### src/rtl/clk_div_pkg.sv
// Shared definitions for the divided-clock monitor: FSM states and default sizing.
package clk_div_pkg;

  typedef enum logic [1:0] {
    IDLE = 2'd0,
    HIGH = 2'd1,
    LOW  = 2'd2
  } mon_state_t;

  localparam int DEF_CNT_W      = 8;
  localparam int DEF_EXP_HALF   = 3;
  localparam int DEF_LOCK_COUNT = 4;

endpackage

### src/rtl/clk_div_edge.sv
// Registers the divided wave once and flags rising/falling transitions against that copy.
module clk_div_edge (
  input  logic clk,
  input  logic reset,
  input  logic sig_in,
  output logic rise,
  output logic fall,
  output logic sig_q
);

  always_ff @(posedge clk) begin
    if (reset) begin
      sig_q <= 1'b0;
    end else begin
      sig_q <= sig_in;
    end
  end

  assign rise = sig_in & ~sig_q;
  assign fall = ~sig_in & sig_q;

endmodule

### src/rtl/clk_div_monitor.sv
// Times the high and low phases of a divided clock, reports full periods,
// flags off-length phases and holds a lock flag after a run of good phases.
module clk_div_monitor
  import clk_div_pkg::*;
#(
  parameter int CNT_W      = DEF_CNT_W,
  parameter int EXP_HALF   = DEF_EXP_HALF,
  parameter int LOCK_COUNT = DEF_LOCK_COUNT
) (
  input  logic             clk,
  input  logic             reset,
  input  logic             sig_in,
  output logic [CNT_W-1:0] high_len,
  output logic [CNT_W-1:0] low_len,
  output logic [CNT_W:0]   period,
  output logic             period_valid,
  output logic             mismatch,
  output logic             timeout,
  output logic             locked
);

  localparam int                RUN_W    = $clog2(LOCK_COUNT + 1);
  localparam logic [CNT_W-1:0]  CNT_MAX  = '1;
  localparam logic [CNT_W-1:0]  EXP_LEN  = CNT_W'(EXP_HALF);
  localparam logic [RUN_W-1:0]  RUN_LOCK = RUN_W'(LOCK_COUNT);

  logic             rise;
  logic             fall;
  logic             sig_q;
  logic             toggle;
  logic             capture;
  logic             cap_match;
  logic [CNT_W-1:0] cnt;
  logic [RUN_W-1:0] match_run;
  logic             have_high;
  mon_state_t       state;

  clk_div_edge u_edge (
    .clk    (clk),
    .reset  (reset),
    .sig_in (sig_in),
    .rise   (rise),
    .fall   (fall),
    .sig_q  (sig_q)
  );

  // A phase is captured only when it started from a known edge, never from IDLE.
  always_comb begin
    toggle    = rise | fall;
    capture   = ((state == HIGH) && fall) || ((state == LOW) && rise);
    cap_match = (cnt == EXP_LEN);
  end

  always_ff @(posedge clk) begin
    if (reset) begin
      state        <= IDLE;
      cnt          <= '0;
      match_run    <= '0;
      have_high    <= 1'b0;
      high_len     <= '0;
      low_len      <= '0;
      period       <= '0;
      period_valid <= 1'b0;
      mismatch     <= 1'b0;
      timeout      <= 1'b0;
      locked       <= 1'b0;
    end else begin
      period_valid <= 1'b0;
      mismatch     <= 1'b0;
      timeout      <= 1'b0;

      if (toggle) begin
        cnt <= CNT_W'(1);
      end else if (cnt != CNT_MAX) begin
        cnt <= cnt + 1'b1;
      end

      // Lock run saturates at LOCK_COUNT so a long good stretch keeps lock asserted.
      if (capture) begin
        if (cap_match) begin
          if (match_run != RUN_LOCK) begin
            match_run <= match_run + 1'b1;
          end
          if (match_run >= RUN_LOCK - 1'b1) begin
            locked <= 1'b1;
          end
        end else begin
          mismatch  <= 1'b1;
          match_run <= '0;
          locked    <= 1'b0;
        end
      end

      case (state)
        IDLE: begin
          if (rise) begin
            state     <= HIGH;
            have_high <= 1'b0;
          end else if (fall) begin
            state     <= LOW;
            have_high <= 1'b0;
          end
        end
        HIGH: begin
          if (fall) begin
            high_len  <= cnt;
            have_high <= 1'b1;
            state     <= LOW;
          end else if (cnt == CNT_MAX) begin
            timeout   <= 1'b1;
            locked    <= 1'b0;
            match_run <= '0;
            state     <= IDLE;
          end
        end
        LOW: begin
          if (rise) begin
            low_len <= cnt;
            if (have_high) begin
              period       <= {1'b0, high_len} + {1'b0, cnt};
              period_valid <= 1'b1;
            end
            state <= HIGH;
          end else if (cnt == CNT_MAX) begin
            timeout   <= 1'b1;
            locked    <= 1'b0;
            match_run <= '0;
            state     <= IDLE;
          end
        end
        default: state <= IDLE;
      endcase
    end
  end

endmodule

### config.mk
export PLATFORM = sky130hd
export DESIGN_NAME = clk_div_monitor
export DESIGN_NICKNAME = d
export VERILOG_FILES = /design/src/rtl/clk_div_pkg.sv /design/src/rtl/clk_div_edge.sv /design/src/rtl/clk_div_monitor.sv
export SDC_FILE = /design/constraint.sdc
export NUM_CORES = 1
export LEC_CHECK = 0
export CORE_ASPECT_RATIO = 1.1
export CORE_UTILIZATION = 45
export DETAILED_ROUTE_END_ITERATION = 16
export HOLD_SLACK_MARGIN = 0.06
export PLACE_DENSITY = 0.74
export SYNTH_ARGS = -nofsm -noshare
export SYNTH_HDL_FRONTEND = slang
export SYNTH_SLANG_ARGS = --single-unit
### constraint.sdc
create_clock -name clk -period 1.75 [get_ports clk]
set_input_delay 0.2625 -clock clk [delete_from_list [all_inputs] [get_ports clk]]
set_output_delay 0.2625 -clock clk [all_outputs]
set_load 0.02 [all_outputs]
### After elaboration in Yosys (flattened, before gate mapping)

Cells that the tools add are included.

* register bits: 44
* logic and storage cells: 78
* output and inout bits: 29
* input port bits: 3

* bitwise operators: 8
* reduce and logical (&&, ||, !) cells: 13
* multiplexer cells: 32
* eq/ne operators: 8
* $add $sub $neg: 3
* magnitude comparators: 1

Operators with widths (number)
* 3-bit two-way mux: 6
* 1-bit two-way mux: 16
* 2-bit two-way mux: 5
* 8-bit by 8-bit adder with 9-bit output: 1
* 8-bit by 1-bit adder with 8-bit output (second input constant): 1
* 8-bit by 2-bit equality test with 1-bit output (second input constant): 1
* 8-bit equality test (second input constant): 1
* 8-bit inequality test (second input constant): 1
* 3-bit inequality test (second input constant): 2
* 1-bit one-hot mux with 2 select lines: 3
* 2-bit one-hot mux with 3 select lines: 1
* 3-bit one-hot mux with 2 select lines: 1
* 3-bit AND reduction: 2
* 1-bit NOT: 5
* 2-bit AND reduction: 2
* 2-bit nonzero test: 2
* 2-bit OR reduction: 2
* 3-bit by 1-bit adder with 3-bit output (second input constant): 1
* 3-bit by 2-bit >= comparator with 1-bit output (second input constant): 1
* 3-bit OR reduction: 1
* 1-bit AND: 2
* 2-bit by 1-bit equality test with 1-bit output (second input constant): 1
* 2-bit equality test (second input constant): 1
* 1-bit logical AND: 2
* 4 further kinds: 4

### Depth between registers and ports, before layout

Gate-level depths: netlist of run 1.

* depth in word-level cells: 8
* mapped depth: 7
* mapped depth without buffers: 7

### Hierarchy

Synthesis of run 1 repeated with hierarchy kept, for this count alone.

* cells, all modules: 266
* area total of the unflattened synthesis: 2272.2 µm²

By module, submodules not included
* clk_div_monitor: area each 2233.4 µm², instances 1, cells each 262
* clk_div_edge: area each 38.8 µm², instances 1, cells each 4

### Worst setup path after synthesis of run 1

No wires, ideal clock.

* kind: reg-to-reg
* from: register high_len[0]
* to: register period[8]
* setup time: 0.095 ns
* cell stages (with the launch flop): 8
* clock period less this slack: 1.877 ns
* arrival time: 1.782 ns
* required time: 1.655 ns
* setup slack: -0.127 ns
* cells stage by stage: dfxtp_1 ha_1 inv_1 fa_1 nor2b_1 o31a_1 o221ai_1 a221oi_1

* longest elaborated chain between the ends: 1

RTL lines
* start, declared: line clk_div_monitor.sv:13 `output logic [CNT_W-1:0] high_len,`
* start signal, assigned: line clk_div_monitor.sv:106 `high_len <= cnt;`
* 8-bit by 8-bit adder with 9-bit output: line clk_div_monitor.sv:120 `period <= {1'b0, high_len} + {1'b0, cnt};`
* end signal, assigned: line clk_div_monitor.sv:120
* end, declared: line clk_div_monitor.sv:15 `output logic [CNT_W:0] period,`

Every way passes these cells.
A chain may end at the register's enable or synchronous reset.

### Final worst setup path of run 1

* from: register high_len[0]
* to: register period[4]

The elaborated chain is that of the path after synthesis.

==> results.py, run 1 <==
metrics = {
    "synth": {
        "synth_ff_type": "dfxtp_1",
        "synth_compound_area_frac": 0.205,
        "syn_area_per_cell_um2": 8.43,
        "synthSimpleGateAreaFrac": 0.235,
        "synth_xor_area_frac": 0.0153,
        "synth_top_family_by_area": "simple AND/OR/NAND/NOR gates",
        "syn_area_um2": 2280,
        "synth_area_leader_cell": "dfxtp_1",
        "ys_seq_area_frac": 0.386,
        "ys_ff_latch": 44,
        "yosysWarnings": 0,
        "yosysMostFrequentCell": "nand2_1",
        "synth_fa_ha_area_frac": 0.107,
        "synth_edf_count": 0,
        "synth_fp_nets": 293,
        "synthArstFlopShare": 0,
        "muxShareOfSynthArea": 0,
        "yosysUniqueCellTypes": 53,
        "synth_common_cells": "46 x nand2_1, 44 x dfxtp_1, 31 x a21oi_1",
        "yosys-top-cells-area": "dfxtp_1 39%, ha_1 9.9%, nand2_1 7.6%",
        "netlist_instances": 271,
        "synth_top_area_frac": 0.386,
    },
    "sta": {
        "clock-skew-final_ps": 5.26,
        "setup_slack_ps": 56.8,
        "drv_slew": 0,
        "rsz0062_at_grt": "no",
        "final.min_clock_period_ps": 1690,
        "worstMarginPinSlew_ps": 390,
        "setup_viol": 0,
        "hold_viol": 0,
        "fin_crit_sh": 0.968,
        "setup-tns-final_ps": 0,
        "clock.fmax_mhz": 591,
        "max_slew_margin": 0.737,
        "fin_hold_ws_ps": 460,
    },
    "clocking": {
        "cts_buffers": 5,
        "cts_tree": "yes",
        "cts_max_level": 2,
        "cts_sinks": 44,
        "cts.path.max_buffers": 2,
        "cts-root-buf": "clkbuf_8",
        "cts_hold_buf": 0,
        "clk_pin_slew_ps": 80,
        "clock_latency_ps": 300,
    },
    "final_layout": {
        "final_cells": 383,
        "nets": 348,
        "antennaDiodeCount": 0,
        "area_growth_pct": 31.8,
        "final_layout_size_suffix_gt1_frac": 0.187,
    },
    "drt": {
        "vias": 2063,
        "firstDrtPassIters": 4,
        "drt_iter0_drc": 131,
        "via_per_inst": 5.39,
        "drc": 0,
        "drtAntennaViolNets": 0,
        "finalWirelength_mm": 5.21,
        "routedWlPerCell_um": 13.6,
    },
    "run_status": {
        "status": "finished clean",
    },
    "global_route": {
        "grt-ovfl-total": 0,
        "grt_usage": 0.205,
        "grt_max_degree": 34,
        "antenna_found_initial": 0,
        "first_global_vias": 1969,
        "grt_pass1_wl_mm": 8.89,
    },
    "floorplan": {
        "ioPinCount": 32,
        "core_region_area_um2": 4750,
        "die-area_um2": 5360,
        "die_h_um": 76.7,
        "die_w_um": 69.9,
        "initial_utilization": 0.481,
        "std_cell_rows": 26,
    },
    "power_and_ir_drop": {
        "vdd_drop_max_mv": 0.426,
        "p_seq_frac": 0.505,
        "intPower_w": 0.00154,
        "clkPwrFrac": 0.384,
        "p_per_area_nw_per_um2": 678,
        "p_sw_w": 0.000504,
        "swShare": 0.247,
        "p_comb_frac": 0.111,
        "leakagePower_nw": 1.17,
    },
    "setup_path": {
        "r2r_end": "period[4]",
        "critical_path_class": "reg2reg",
        "r2r_slack_ps": 60,
        "arrival_ps": 1940,
        "ff2ff_path_depth": 8,
        "required_ps": 1990,
        "startpoint": "high_len[0]",
        "reg2reg_from": "high_len[0]",
        "worstPathMaxFanout": 3,
        "crit_path_start_kind": "register",
        "end_kind": "register",
    },
    "place": {
        "place_inst": 374,
        "io_buffers": 31,
        "dp_hpwl_mm": 3.88,
        "dp_slack_ps": -141,
        "gp_congestion": 0.822,
    },
    "flow_run": {
        "drv_cap": 0,
    },
    "hold_path": {
        "whs_path_depth": 2,
        "min_to": "low_len[2]",
        "hp-start": "low_len[2]",
        "min_path_type": "reg2reg",
    },
}
critical path, cell delays in order (launching register included):
cell and delay [ps]:
dfxtp_4 360, ha_4 150, inv_1 60, fa_2 210, nor2b_2 50, o31a_1 260
buf_4 160, a211o_1 260, a21oi_2 130
sequential cells by signal, summed over array words and instances, names as in the netlist:
register and flops:
locked 1, match_run 3, mismatch 1, state 2, period_valid 1, cnt 8
high_len 8, u_edge.sig_q 1, low_len 8, timeout 1, have_high 1, period 9
final cells by class:
class | instances | area, um2
Timing Repair Buffer | 61 | 548
Multi-Input combinational cell | 201 | 1340
Tap cell | 56 | 70.1
Sequential cell | 44 | 890
Fill cell | 428 | 1740
Inverter | 13 | 48.8
Clock buffer | 5 | 68.8
Clock inverter | 3 | 42.5
cell families (layout without fill, tap and decap cells):
family,count (synthesis),in the layout
AND/OR/NAND/NOR,107,107
flip-flops,44,44
buffers and inverters,26,82
XOR/XNOR,4,4
adder cells (fa/ha/maj),19,19
AO/OA/AOI/OAI,71,71
how the worst max path moves through the flow:
stage / endpoint / slack [ps] / cells after the start
after floorplan: period[8] / 8 / 7
after global placement: match_run[1] / -110 / 6
after detailed placement: locked / -140 / 6
after CTS: period[4] / 0.5 / 8
after global routing: period[4] / 10 / 8
final: period[4] / 60 / 8
timing repair:
action                                  CTS  global route
resized for setup                         2             9
endpoints found under the setup margin    4             9
buffers inserted                          1             0
pin swaps                                 0             3
stage by stage:
step                utilization  total power [W]  area (um2)
floorplan                     -          0.00120        2300
global placement          0.599          0.00127        2840
detailed placement        0.599          0.00127        2840
CTS                       0.626          0.00206        2970
global route              0.634          0.00214        3010
finish                    0.634          0.00204        3010
routing by layer:
layer	wire length, um	vias to the layer above	GRT usage
met5	0	-	0
met4	74	0	0.0640
met3	184	7	0.0460
met2	2550	43	0.348
met1	2400	953	0.257
li1	-	1060	-
cells in the final DEF, fill, tap and decap left out, types with 3 or more instances in the layout:
| master | netlist | final |
|---|---|---|
| buf_4 | 1 | 29 |
| clkbuf_8 | 0 | 5 |
| o211ai_1 | 3 | 3 |
| nor3_1 | 12 | 12 |
| and3_1 | 3 | 3 |
| nor2b_1 | 4 | 3 |
| xnor2_1 | 3 | 3 |
| a21oi_1 | 31 | 30 |
| nor2_1 | 18 | 18 |
| nand3_1 | 8 | 8 |
| o2111ai_1 | 3 | 3 |
| inv_1 | 12 | 12 |
| nand2_1 | 46 | 46 |
| and2_1 | 3 | 3 |
| a211oi_1 | 4 | 3 |
| dfxtp_2 | 0 | 4 |
| o21ai_0 | 8 | 8 |
| dfxtp_1 | 44 | 39 |
| clkdlybuf4s50_1 | 0 | 31 |
| ha_1 | 18 | 15 |
power groups by stage:
stage | combinational, W | clock (W) | sequential [W]
3_3_place_gp | 0.000216 | 0 | 0.00105
4_1_cts | 0.000221 | 0.000806 | 0.00103
5_1_grt | 0.000254 | 0.000854 | 0.00103
3_5_place_dp | 0.000217 | 0 | 0.00105
6_report | 0.000228 | 0.000783 | 0.00103
2_1_floorplan | 0.000141 | 0 | 0.00106
(Power assumes the default switching activity.)
==> run 2, diff against run 1 <==
CORE_UTILIZATION = 49   (was 45)
PLACE_DENSITY = 0.8   (was 0.74)
==> run 2 against run 1 <==
Worst setup slack lost 5.2 ps; critical endpoint unchanged; clock power shrank 21%; clock skew grew 5.1 ps; first-iteration DRC count shrank 7.6%; via count grew 1.2%; wire length grew 3.3%; combinational power grew 3%; count of clock-buffer cells in the layout is the same; utilization grew 4.9 points; power shrank 7.9%.
==> results.py, run 2 (synthesized netlist as in run 1, its figures left out) <==
metrics = {
    "drt": {
        "firstDrtPassIters": 4,
        "vias": 2088,
        "via_per_inst": 5.44,
        "drt_iter0_drc": 121,
        "drc": 0,
        "routedWlPerCell_um": 14.0,
        "finalWirelength_mm": 5.39,
        "drtAntennaViolNets": 0,
    },
    "final_layout": {
        "antennaDiodeCount": 0,
        "finish.utilization": 0.682,
        "largest_register_ffs": 9,
        "fillers": 367,
        "final_cell_mix": "46 x nand2_1, 39 x dfxtp_1, 32 x buf_4, 31 x a21oi_1, 31 x clkdlybuf4s50_1",
        "final_layout_size_suffix_gt1_frac": 0.191,
        "final_cell_area_um2": 2990,
        "largest_register": "period",
        "nets": 352,
        "area_growth_pct": 30.8,
        "multi_input_area_um2": 1310,
        "regArea_um2": 890,
        "final_common_cell": "nand2_1",
    },
    "setup_path": {
        "crit_path_start_kind": "register",
        "cp_top_family": "compound AO/OA/AOI/OAI gates",
        "cp_num_buf_inv": 2,
        "crit_path_top_delay_cell": "dfxtp_2",
        "cp_slowest_stage_delay_ps": 360,
        "path_cells": "ha_4, inv_2, fa_2, nor2b_2, buf_4, o21ai_2, a211o_1, a21oi_1",
        "worstPathMaxFanout": 2,
        "critical_path_class": "reg2reg",
        "end_kind": "register",
        "reg2reg_from": "cnt[0]",
        "startpoint": "cnt[0]",
        "arrival_ps": 1930,
        "required_ps": 1980,
    },
    "global_route": {
        "grt-ovfl-total": 0,
        "grt_usage": 0.233,
        "first_global_vias": 1924,
        "grt_pass1_wl_mm": 8.63,
        "grt_max_degree": 26,
        "antenna_found_initial": 0,
    },
    "place": {
        "gp_congestion": 0.843,
        "placed_cell_area_um2": 2880,
        "dp_hpwl_mm": 4.00,
        "io_buffers": 31,
    },
    "clocking": {
        "clock_latency_ps": 300,
        "cts_tree": "yes",
        "clk_pin_slew_ps": 90,
        "cts_sinks": 44,
        "cts_hold_buf": 0,
        "cts-root-buf": "clkbuf_8",
        "cts.path.max_buffers": 2,
        "cts_max_level": 2,
        "cts_buffers": 5,
    },
    "flow_run": {
        "drv_cap": 0,
    },
    "sta": {
        "hold_viol": 0,
        "worstMarginPinSlew_ps": 358,
        "setup_viol": 0,
        "fin_hold_ws_ps": 457,
        "clock-skew-final_ps": 10.3,
        "fin_crit_sh": 0.970,
        "final.min_clock_period_ps": 1700,
        "clock.fmax_mhz": 589,
        "max_slew_margin": 0.762,
        "rsz0062_at_grt": "yes",
        "drv_slew": 0,
    },
    "power_and_ir_drop": {
        "leakagePower_nw": 1.18,
        "p_per_area_nw_per_um2": 629,
        "vdd_drop_max_mv": 0.506,
    },
    "floorplan": {
        "die_h_um": 73.6,
        "die-area_um2": 4940,
        "ioPinCount": 32,
        "die_w_um": 67.1,
        "core_region_area_um2": 4380,
        "initial_utilization": 0.521,
        "std_cell_rows": 25,
    },
    "run_status": {
        "status": "finished clean",
    },
    "hold_path": {
        "hp-start": "low_len[7]",
        "min_path_type": "reg2reg",
    },
}
## run 2: per-stage QoR
stage                     total power, W  setup TNS [ps]  setup WS, ps  std cells
after detailed placement         0.00128           -2510          -191        376
after CTS                        0.00188               0          10.3        383
final                            0.00188               0          51.7        384
after floorplan                  0.00120               0          8.09        271
after global routing             0.00195           -31.5         -27.6        384
after global placement           0.00127           -1300          -105        376
## run 2: cell type report
| type | count | area share |
|---|---|---|
| Timing Repair Buffer | 65 | 0.198 |
| Multi-Input combinational cell | 201 | 0.439 |
| Clock inverter | 2 | 0.00377 |
| Clock buffer | 5 | 0.0230 |
| Inverter | 13 | 0.0163 |
| Sequential cell | 44 | 0.298 |
| Tap cell | 54 | 0.0226 |
## run 2: worst paths after layout
check	slack (ps)	cells past startpoint	end
hold / removal	460	2	low_len[7]
hold reg to reg	460	2	low_len[7]
setup reg to reg	50	8	period[4]
setup / recovery	50	8	period[4]
## run 2: worst reg2reg max path, stage by stage, from the launching register on
cell and delay, ps:
dfxtp_2 360, ha_4 130, inv_2 40, fa_2 350, nor2b_2 140, buf_4 130, o21ai_2 50, a211o_1 310
a21oi_1 130
## run 2: repair_timing
action                                  in CTS  in global routing
cloned                                       0                  0
gates resized for setup                      2                  7
setup buffers                                0                  1
endpoints found under the setup margin       4                 12
pin swaps                                    1                  4
## run 2: power breakdown
group | internal, W | switching, W
Sequential | 0.00102 | 0.0000151
Combinational | 0.000101 | 0.000133
Clock | 0.000272 | 0.000344
## run 2: metal layers
layer | vias up | GRT usage | share of wire
met5 | - | 0 | 0
met4 | 0 | 0.0567 | 0.0080
met3 | 4 | 0.0512 | 0.044
met2 | 47 | 0.411 | 0.50
met1 | 970 | 0.283 | 0.44
li1 | 1067 | - | -
==> run 3, diff against run 2 <==
CTS_BUF_LIST = sky130_fd_sc_hd__clkbuf_16   (was unset)
==> run 3 against run 2 <==
Final area increased by 2.2%; clock power increased by 45%; largest cell class unchanged; die area unchanged; flip-flop and latch count unchanged; sequential power about the same; critical path depth unchanged; register-to-register slack got worse by 20 ps; final cell count unchanged; via count increased by 1.3%; highest routed layer unchanged; critical endpoint is now period[6]; power increased by 15%; global-route usage increased by 0.78 points; first-iteration DRC count increased by 33%.
==> results.py, run 3 (synthesized netlist as in run 1, its figures left out) <==
metrics = {
    "run_status": {
        "status": "finished clean",
    },
    "clocking": {
        "cts-root-buf": "clkbuf_16",
        "clk_pin_slew_ps": 60,
        "cts_sinks": 44,
        "cts_buffers": 5,
        "clock_latency_ps": 280,
        "cts_tree": "yes",
        "cts_max_level": 2,
        "cts_hold_buf": 0,
        "cts.path.max_buffers": 2,
    },
    "place": {
        "dp_slack_ps": -191,
        "io_buffers": 31,
        "place_inst": 376,
        "placed_cell_area_um2": 2880,
        "dp_hpwl_mm": 4.00,
        "gp_congestion": 0.843,
    },
    "setup_path": {
        "path_cells": "ha_4, inv_2, fa_2, nor2b_2, o31a_1, buf_4, o22a_1, o211ai_1",
        "cp_slowest_stage_delay_ps": 360,
        "end_kind": "register",
        "required_ps": 1910,
        "r2r_end": "period[6]",
        "crit_path_top_delay_cell": "dfxtp_2",
        "critical_path_class": "reg2reg",
        "arrival_ps": 1880,
        "ff2ff_path_depth": 8,
        "worstPathMaxFanout": 3,
        "crit_path_start_kind": "register",
        "reg2reg_from": "cnt[0]",
        "r2r_slack_ps": 30,
    },
    "final_layout": {
        "final_cells": 384,
        "final_cell_mix": "46 x nand2_1, 40 x dfxtp_1, 32 x buf_4, 31 x a21oi_1, 31 x clkdlybuf4s50_1",
        "nets": 352,
        "largest_register_ffs": 9,
        "final_cell_area_um2": 3050,
        "largest_register": "period",
        "final_common_cell": "nand2_1",
        "antennaDiodeCount": 0,
        "final_layout_size_suffix_gt1_frac": 0.194,
        "area_growth_pct": 33.8,
    },
    "sta": {
        "setup_viol": 0,
        "hold_viol": 0,
        "clock.fmax_mhz": 582,
        "rsz0062_at_grt": "yes",
        "clock-skew-final_ps": 5.92,
        "drv_slew": 0,
        "final.min_clock_period_ps": 1720,
        "fin_hold_ws_ps": 454,
        "setup-tns-final_ps": 0,
        "fin_crit_sh": 0.982,
        "setup_slack_ps": 30.7,
        "worstMarginPinSlew_ps": 358,
        "max_slew_margin": 0.762,
    },
    "global_route": {
        "first_global_vias": 1944,
        "antenna_found_initial": 0,
        "grt_usage": 0.241,
        "grt-ovfl-total": 0,
        "grt_pass1_wl_mm": 8.86,
        "grt_max_degree": 26,
    },
    "hold_path": {
        "min_path_type": "reg2reg",
        "hp-start": "low_len[7]",
        "min_to": "low_len[7]",
        "whs_path_depth": 2,
    },
    "floorplan": {
        "core_region_area_um2": 4380,
        "die-area_um2": 4940,
        "initial_utilization": 0.521,
        "die_h_um": 73.6,
        "std_cell_rows": 25,
        "ioPinCount": 32,
        "die_w_um": 67.1,
    },
    "drt": {
        "drtAntennaViolNets": 0,
        "finalWirelength_mm": 5.49,
        "drt_iter0_drc": 161,
        "routedWlPerCell_um": 14.3,
        "via_per_inst": 5.51,
        "firstDrtPassIters": 4,
        "vias": 2116,
        "drc": 0,
    },
    "flow_run": {
        "drv_cap": 0,
    },
    "power_and_ir_drop": {
        "vdd_drop_max_mv": 0.461,
        "leakagePower_nw": 1.20,
        "p_per_area_nw_per_um2": 707,
    },
}
## run 3: worst max-delay path by stage
stage | slack, ps | startpoint | depth (start not counted) | to
finish | 30 | cnt[0] | 8 | period[6]
global route | -50 | cnt[0] | 8 | period[6]
CTS | 10 | high_len[0] | 8 | period[4]
detailed placement | -190 | sig_in | 7 | locked
global placement | -110 | sig_in | 7 | locked
floorplan | 8 | cnt[0] | 7 | period[8]
## run 3: layout make-up
| type | instances | area [um2] |
|---|---|---|
| well taps | 54 | 67.6 |
| inverters | 13 | 48.8 |
| multi-input cells | 201 | 1320 |
| flip-flops and latches | 44 | 888 |
| clock inverters | 2 | 11.3 |
| repair buffers | 65 | 591 |
| fillers | 363 | 1330 |
| clock buffers | 5 | 125 |
## run 3: power breakdown
part	switching [W]	total (W)	internal (W)
registers	0.0000152	0.00103	0.00102
clock network	0.000374	0.000893	0.000519
logic	0.000134	0.000235	0.000102
total	0.000523	0.00216	0.00164
## run 3: metal layers
layer,track usage,up-vias,routed length [um]
met1,0.284,990,2420
met4,0.0804,0,49
met3,0.0528,5,214
met5,0,-,0
met2,0.424,50,2800
li1,-,1071,-
## run 3: worst max-delay path: cells and delay by family (launching register included)
family	cells	cell delay, ps
fa+ha+maj	2	490
compound gates	3	430
flops	1	360
buf+inv	2	180
simple gates	1	140
## run 3: timing repair
item,4_1_cts,5_1_grt
setup endpoints to repair,4,11
setup buffers,0,1
pin swaps,1,4
gates resized for setup,2,8
## run 3: through the flow
stage	power [W]	util
after floorplan	0.00120	-
after global placement	0.00127	0.659
after detailed placement	0.00128	0.659
after CTS	0.00217	0.691
after global routing	0.00224	0.697
final	0.00216	0.697
